**src/rtl/btb_update_ctrl.sv**
```systemverilog
// ----------------------------------------------------------------------------
// btb_update_ctrl
//
// Write-side controller for the set-associative branch target buffer.
// Resolved-branch records from execute are queued in a small FIFO and
// processed one at a time:
//   IDLE   -> pop a record into the holding registers
//   LOOKUP -> present the record to the ways and sample way_empty to decide
//             between updating the hit line and allocating a new one
//   WRITE  -> fire exactly one allocate or update strobe, then pop the next
//             record straight into LOOKUP if one is waiting
//
// Ports
//   clk          clock, rising edge
//   rst          synchronous, active-low reset
//   res_valid    resolution record valid
//   res_ready    record accepted when res_valid & res_ready (registered count only)
//   res_pc       resolved branch PC
//   res_target   resolved branch target
//   res_taken    branch was taken
//   res_hit      fetch-time BTB lookup hit
//   res_hit_way  way that hit (ignored on a miss)
//   way_empty    per-way empty flags for the set addressed by entry_pc
//   entry_pc     PC presented to all ways
//   entry_target target presented to all ways
//   entry_en     one-hot allocate strobe
//   update_en    one-hot predictor-update strobe
//   jump_en      taken outcome accompanying a strobe
//   busy         FIFO non-empty or FSM not in IDLE
//   evict_count  saturating count of allocations that replaced a valid line
// ----------------------------------------------------------------------------
module btb_update_ctrl #(
    parameter int NUM_WAYS   = 2,
    parameter int FIFO_DEPTH = 4
) (
    input  logic                        clk,
    input  logic                        rst,
    input  logic                        res_valid,
    output logic                        res_ready,
    input  logic [15:0]                 res_pc,
    input  logic [15:0]                 res_target,
    input  logic                        res_taken,
    input  logic                        res_hit,
    input  logic [$clog2(NUM_WAYS)-1:0] res_hit_way,
    input  logic [NUM_WAYS-1:0]         way_empty,
    output logic [15:0]                 entry_pc,
    output logic [15:0]                 entry_target,
    output logic [NUM_WAYS-1:0]         entry_en,
    output logic [NUM_WAYS-1:0]         update_en,
    output logic                        jump_en,
    output logic                        busy,
    output logic [7:0]                  evict_count
);

    localparam int WAY_W = $clog2(NUM_WAYS);
    localparam int PTR_W = $clog2(FIFO_DEPTH);
    localparam int CNT_W = PTR_W + 1;
    localparam int REC_W = 16 + 16 + 1 + 1 + WAY_W;

    localparam logic [1:0] IDLE   = 2'd0;
    localparam logic [1:0] LOOKUP = 2'd1;
    localparam logic [1:0] WRITE  = 2'd2;

    // ------------------------------------------------------------------
    // Resolution FIFO
    // ------------------------------------------------------------------
    logic [REC_W-1:0] fifo_mem [FIFO_DEPTH];
    logic [PTR_W-1:0] wr_ptr_q, wr_ptr_d;
    logic [PTR_W-1:0] rd_ptr_q, rd_ptr_d;
    logic [CNT_W-1:0] count_q, count_d;

    logic             push;
    logic             pop;
    logic             fifo_nempty;
    logic [REC_W-1:0] rec_in;
    logic [REC_W-1:0] head;
    logic [15:0]      head_pc;
    logic [15:0]      head_tgt;
    logic             head_taken;
    logic             head_hit;
    logic [WAY_W-1:0] head_hw;

    // ------------------------------------------------------------------
    // FSM, holding registers and registered outputs
    // ------------------------------------------------------------------
    logic [1:0]          state_q, state_d;
    logic [15:0]         entry_pc_q, entry_pc_d;
    logic [15:0]         entry_tgt_q, entry_tgt_d;
    logic                taken_q, taken_d;
    logic                hit_q, hit_d;
    logic [WAY_W-1:0]    hit_way_q, hit_way_d;
    logic [NUM_WAYS-1:0] entry_en_q, entry_en_d;
    logic [NUM_WAYS-1:0] update_en_q, update_en_d;
    logic                jump_en_q, jump_en_d;
    logic [WAY_W-1:0]    victim_q, victim_d;
    logic [7:0]          evict_q, evict_d;

    logic [WAY_W-1:0]    first_empty;
    logic                any_empty;

    assign res_ready   = (count_q < CNT_W'(FIFO_DEPTH));
    assign fifo_nempty = (count_q != '0);
    assign push        = res_valid & res_ready;
    // Both IDLE and WRITE hand the head record straight to LOOKUP.
    assign pop         = fifo_nempty & ((state_q == IDLE) | (state_q == WRITE));

    assign rec_in     = {res_pc, res_target, res_taken, res_hit, res_hit_way};
    assign head       = fifo_mem[rd_ptr_q];
    assign head_pc    = head[REC_W-1 -: 16];
    assign head_tgt   = head[REC_W-17 -: 16];
    assign head_taken = head[WAY_W+1];
    assign head_hit   = head[WAY_W];
    assign head_hw    = head[WAY_W-1:0];

    // Lowest-index empty way: scanning downward lets the lowest index win.
    always_comb begin
        first_empty = '0;
        any_empty   = 1'b0;
        for (int i = NUM_WAYS - 1; i >= 0; i--) begin
            if (way_empty[i]) begin
                first_empty = WAY_W'(i);
                any_empty   = 1'b1;
            end
        end
    end

    always_comb begin
        wr_ptr_d    = wr_ptr_q;
        rd_ptr_d    = rd_ptr_q;
        count_d     = count_q + CNT_W'(push) - CNT_W'(pop);
        state_d     = state_q;
        entry_pc_d  = entry_pc_q;
        entry_tgt_d = entry_tgt_q;
        taken_d     = taken_q;
        hit_d       = hit_q;
        hit_way_d   = hit_way_q;
        entry_en_d  = '0;
        update_en_d = '0;
        jump_en_d   = 1'b0;
        victim_d    = victim_q;
        evict_d     = evict_q;

        if (push) begin
            wr_ptr_d = wr_ptr_q + PTR_W'(1);
        end
        if (pop) begin
            rd_ptr_d = rd_ptr_q + PTR_W'(1);
        end

        case (state_q)
            IDLE, WRITE: begin
                if (pop) begin
                    entry_pc_d  = head_pc;
                    entry_tgt_d = head_tgt;
                    taken_d     = head_taken;
                    hit_d       = head_hit;
                    hit_way_d   = head_hw;
                    state_d     = LOOKUP;
                end else begin
                    state_d     = IDLE;
                end
            end
            LOOKUP: begin
                if (hit_q) begin
                    // A stale hit way is trusted as-is; no re-check.
                    update_en_d = NUM_WAYS'(1) << hit_way_q;
                    jump_en_d   = taken_q;
                    state_d     = WRITE;
                end else if (taken_q) begin
                    jump_en_d = 1'b1;
                    state_d   = WRITE;
                    if (any_empty) begin
                        entry_en_d = NUM_WAYS'(1) << first_empty;
                    end else begin
                        entry_en_d = NUM_WAYS'(1) << victim_q;
                        victim_d   = victim_q + WAY_W'(1);
                        if (evict_q != 8'hFF) begin
                            evict_d = evict_q + 8'd1;
                        end
                    end
                end else begin
                    // Not-taken miss: nothing worth caching.
                    state_d = IDLE;
                end
            end
            default: begin
                state_d = IDLE;
            end
        endcase
    end

    always_ff @(posedge clk) begin
        if (push) begin
            fifo_mem[wr_ptr_q] <= rec_in;
        end
    end

    always_ff @(posedge clk) begin
        if (!rst) begin
            wr_ptr_q    <= '0;
            rd_ptr_q    <= '0;
            count_q     <= '0;
            state_q     <= IDLE;
            entry_pc_q  <= '0;
            entry_tgt_q <= '0;
            taken_q     <= 1'b0;
            hit_q       <= 1'b0;
            hit_way_q   <= '0;
            entry_en_q  <= '0;
            update_en_q <= '0;
            jump_en_q   <= 1'b0;
            victim_q    <= '0;
            evict_q     <= '0;
        end else begin
            wr_ptr_q    <= wr_ptr_d;
            rd_ptr_q    <= rd_ptr_d;
            count_q     <= count_d;
            state_q     <= state_d;
            entry_pc_q  <= entry_pc_d;
            entry_tgt_q <= entry_tgt_d;
            taken_q     <= taken_d;
            hit_q       <= hit_d;
            hit_way_q   <= hit_way_d;
            entry_en_q  <= entry_en_d;
            update_en_q <= update_en_d;
            jump_en_q   <= jump_en_d;
            victim_q    <= victim_d;
            evict_q     <= evict_d;
        end
    end

    assign entry_pc     = entry_pc_q;
    assign entry_target = entry_tgt_q;
    assign entry_en     = entry_en_q;
    assign update_en    = update_en_q;
    assign jump_en      = jump_en_q;
    assign evict_count  = evict_q;
    assign busy         = fifo_nempty | (state_q != IDLE);

endmodule

```
**config.mk**
```make
export PLATFORM = sky130hd
export DESIGN_NAME = btb_update_ctrl
export DESIGN_NICKNAME = d
export VERILOG_FILES = /design/src/rtl/btb_update_ctrl.sv
export SDC_FILE = /design/constraint.sdc
export NUM_CORES = 1
export LEC_CHECK = 0
export CORE_UTILIZATION = 54
export CTS_CLUSTER_SIZE = 40
export DETAILED_ROUTE_END_ITERATION = 8
export HOLD_SLACK_MARGIN = 0.02
export PLACE_DENSITY = 0.77
export SLEW_MARGIN = 20
export SYNTH_ARGS = -nofsm -noshare
export SYNTH_HDL_FRONTEND = slang
export SYNTH_SLANG_ARGS = --single-unit
```
**constraint.sdc**
```tcl
create_clock -name clk -period 2.9 [get_ports clk]
set_clock_uncertainty 0.2 [all_clocks]
set_input_delay 0.29 -clock clk [delete_from_list [all_inputs] [get_ports clk]]
set_output_delay 0.29 -clock clk [all_outputs]
set_load 0.01 [all_outputs]
```
==> out/summary.md <==
TritonCTS built the clock tree. In the post-route analysis, the smallest setup slack over all paths is 191 ps. The run gives 369 MHz as the top achievable clock speed. Once the floorplan was initialized, standard cells occupied 55.6% of the core. The number of H-tree levels came out at 4. The die extent in y is 119 um, and the number of fill cells in the layout is 902. For this run, the number of Yosys warnings is 0.

The clock-pin slew on the worst setup and hold paths is 60 ps. The tools report the utilization after layout as 67.7%. Largest area contributor in the netlist: sky130_fd_sc_hd__edfxtp_1. Before CTS, the worst setup slack after placement is 181 ps.

The post-synthesis sequential element count is 198. The fraction of registers with async set or reset after synthesis was 0%; the fraction of the yosys area taken by sequential cells was 72.5%. Power spread over the standard cell area amounts to 889 nW/um^2.

By area the synthesized netlist is led by sky130_fd_sc_hd__edfxtp_1, sky130_fd_sc_hd__dfxtp_1, sky130_fd_sc_hd__mux4_2, sky130_fd_sc_hd__nand2_1, sky130_fd_sc_hd__mux4_1. The run gives 190 ps as the minimum setup slack among reg-to-reg paths. The wire-length estimate of the detail-placed layout is 8.44 mm. The cell count after synthesis was 450. Share of layout cells above drive strength 1: 14.1%. After detailed routing, the number of remaining DRC violations is 0.

The maximum cell stage delay along the critical path works out to 370 ps. The prevailing post-synth register cell is sky130_fd_sc_hd__edfxtp_1. Counting flops with a built-in enable in the synthesized netlist gives 140. The logs give 2820 ps for the arrival time at the worst endpoint and 498 for the post-synth net total.

Setup repair after global routing left no endpoint under its margin. The worst setup path is of the reg2reg kind. IR analysis of the VDD net gives a maximum drop of 0.532 mV. The later pin in the worst-skew pair is clocked with a latency of 420 ps. The first detailed-routing pass took 5 iterations. The overall overflow remaining after global route is 0, and the total number of vias is 4076. At the end of routability-driven placement, the weighted congestion stood at 0.768.

For the number of antenna violations at the first check in global routing, the log shows 0. The run gives 7400 um^2 as the area of the mapped netlist. Family of cells with the greatest summed delay on the critical path: adder cells. The max-slew violation total from the final report came out at 0. For this design, the sink count on the clock tree is 198.

The slowest cell on the critical path is sky130_fd_sc_hd__fa_1. Row generation in the floorplan step produced 42 rows. The tools report the hold violation count in the final report as 0.

For the pin with the worst max-slew slack, the measured transition is 493 ps. The commonest cells after synthesis are sky130_fd_sc_hd__edfxtp_1, sky130_fd_sc_hd__nand2_1, sky130_fd_sc_hd__dfxtp_1. Entering global routing, the biggest net connects 38 pins. The setup violation total in the final timing report was 0; the I/O pin count was 87. The tools report the global-route usage over all layers as 20.1%. Overall power consumption after layout is estimated at 8000 uW.

Buffers placed on the I/O ports in this run total 86. Of the available clock period, the critical path in the final layout requires 93.4%. The type of the most critical hold path was reg2reg. The average wire per cell in the routed design was 18.1 um; the number of nets with antenna violations after routing was 0.

The tool flagged a number of max-cap violations equal to 0. The worst setup path is launched from a flip-flop. The setup TNS is 0 ps, and the relative area change from synthesis to final layout is 21.7%. In this run the tightest slew margin relative to its limit is 67.1%. The die width was 119 um; the aggregate routed wire length was 13.4 mm. The worst setup path is captured at a flip-flop. At the end of the flow, the number of nets in the layout was 597. Shortest clock period the worst path allows after layout: 2710 ps. The average instance area after synthesis came out at 16.4 um^2. The run gives 4089 as the via count of the first global-routing pass. For the die area, the log shows 14200 um^2. Of the post-synthesis cell area, the dominant cell type holds 56.8%. In this run, the combinational gates consume 26.7% of the power. Walking the worst path, the cells encountered are nor3_2 -> or2_2 -> clkinv_8 -> ha_1 -> inv_1 -> ha_1 -> inv_1 -> fa_1 -> xnor2_1 -> xnor2_1 -> nor2_1. For the core footprint, the log shows 13300 um^2.

The number of buffers and inverters on the critical path was 3. For the global-route wire length before repair, the log shows 21.1 mm. The first routing iteration left 242 violations. In this run the post-CTS setup repair buffer count came out at 0. The maximum clock insertion buffer count came out at 2. The run gives 17 as the total clock buffers created by CTS. The share of total power consumed by net switching was 28.1%. Data on the critical path is required at its endpoint by 3010 ps.

Of all nets on the critical path, the largest fanout is 37. The run finished with clean final reports. The tools report the antenna diode count as 0. The register share of total power came out at 46.6%.

The cell sitting at the root of the clock tree is a sky130_fd_sc_hd__clkbuf_16. The run gives 0 as the post-cts sizing count. Buffers inserted to repair hold after CTS numbered 0. After detailed routing, the number of vias per cell comes to 5.52. The number of distinct library cell variants in the gate-level netlist after synthesis came out at 40. The most common cell in the synthesized netlist is sky130_fd_sc_hd__edfxtp_1. For the static power due to leakage, the log shows 0.00305 uW.

Cell internal power was estimated by the tool at 5760 uW. The logs give 2250 uW for the switching component of the power and 26.7% for the fraction of power consumed by the clock network.
[cells in the final DEF, fill, tap and decap left out, types with 7 or more instances in the layout]
cell / Yosys / layout
sky130_fd_sc_hd__a21oi_1: 36 / 36
sky130_fd_sc_hd__buf_4: 1 / 12
sky130_fd_sc_hd__clkbuf_1: 6 / 8
sky130_fd_sc_hd__clkbuf_16: 0 / 17
sky130_fd_sc_hd__clkdlybuf4s50_1: 0 / 86
sky130_fd_sc_hd__dfxtp_1: 58 / 56
sky130_fd_sc_hd__edfxtp_1: 140 / 140
sky130_fd_sc_hd__ha_1: 7 / 7
sky130_fd_sc_hd__mux4_1: 7 / 7
sky130_fd_sc_hd__mux4_2: 28 / 28
sky130_fd_sc_hd__nand2_1: 79 / 79
sky130_fd_sc_hd__nor2_1: 15 / 15
[through the flow]
stage               std cells  cell area [um^2]  hold slack (ps)
detailed placement        706              8470              232
CTS                       738              9000              241
global placement          706              8470              218
floorplan                 450              7400              169
finish                    738              9000              236
global route              738              9000              270
[worst register-to-register path: cells and delay by family (launching register included)]
family / cells / cell delay [ps]
and+or+nand+nor: 3 / 530
adders and majority gates: 3 / 850
xor gates and xnor gates: 2 / 360
buffers and inverters: 3 / 310
DFF: 1 / 350
[final cells by class]
cell class	instances	area, um^2	area share, %
well taps	176	220	2.45
clock inverters	5	51.3	0.570
inverters	8	42.5	0.472
clock buffers	27	483	5.36
flip-flops and latches	198	5370	59.6
multi-input cells	223	1830	20.3
repair buffers	101	1010	11.2
[logic make-up after synthesis]
kind of cell             Yosys count  share of synthesized area, %
flip-flops                       198                          72.5
AND/OR/NAND/NOR                  125                          7.56
AO/OA/AOI/OAI                     45                          3.37
multiplexers                      39                          11.6
buffers and inverters             29                          2.81
adder cells (fa/ha/maj)            8                          1.45
XOR/XNOR                           6                         0.711
[worst paths after layout]
path,to,cells after the start,start
worst min register to register,update_en[0],1,hit_way_q
worst max-delay path,count_q[2],11,count_q[1]
worst max register to register,count_q[2],11,count_q[1]
worst min-delay path,update_en[0],1,hit_way_q
[power groups by stage]
stage / registers (uW) / clock network [uW] / logic [uW]
floorplan: 3780 / 0 / 1410
global placement: 3760 / 0 / 2090
detailed placement: 3790 / 0 / 2160
CTS: 3740 / 2180 / 2180
global route: 3780 / 2290 / 2320
finish: 3730 / 2140 / 2130
[sequential cells by signal, indices dropped and copies added, names as in the netlist]
| name | flops |
|---|---|
| fifo_mem | 140 |
| entry_pc | 16 |
| entry_target | 16 |
| evict_count | 8 |
| count_q | 3 |
| entry_en | 2 |
| rd_ptr_q | 2 |
| state_q | 2 |
| update_en | 2 |
| wr_ptr_q | 2 |
| hit_q | 1 |
| hit_way_q | 1 |
| jump_en | 1 |
| taken_q | 1 |
| victim_q | 1 |
[layer usage]
metal,part of all wire (%),routed length [um],global-route usage [%],vias up
li1,-,-,-,1883
met1,42,5620,25.3,2044
met2,52,6900,33.9,128
met3,4.7,624,4.50,21
met4,1.7,233,7.99,0
met5,0,0,0,-
(Power assumes the default switching activity.)
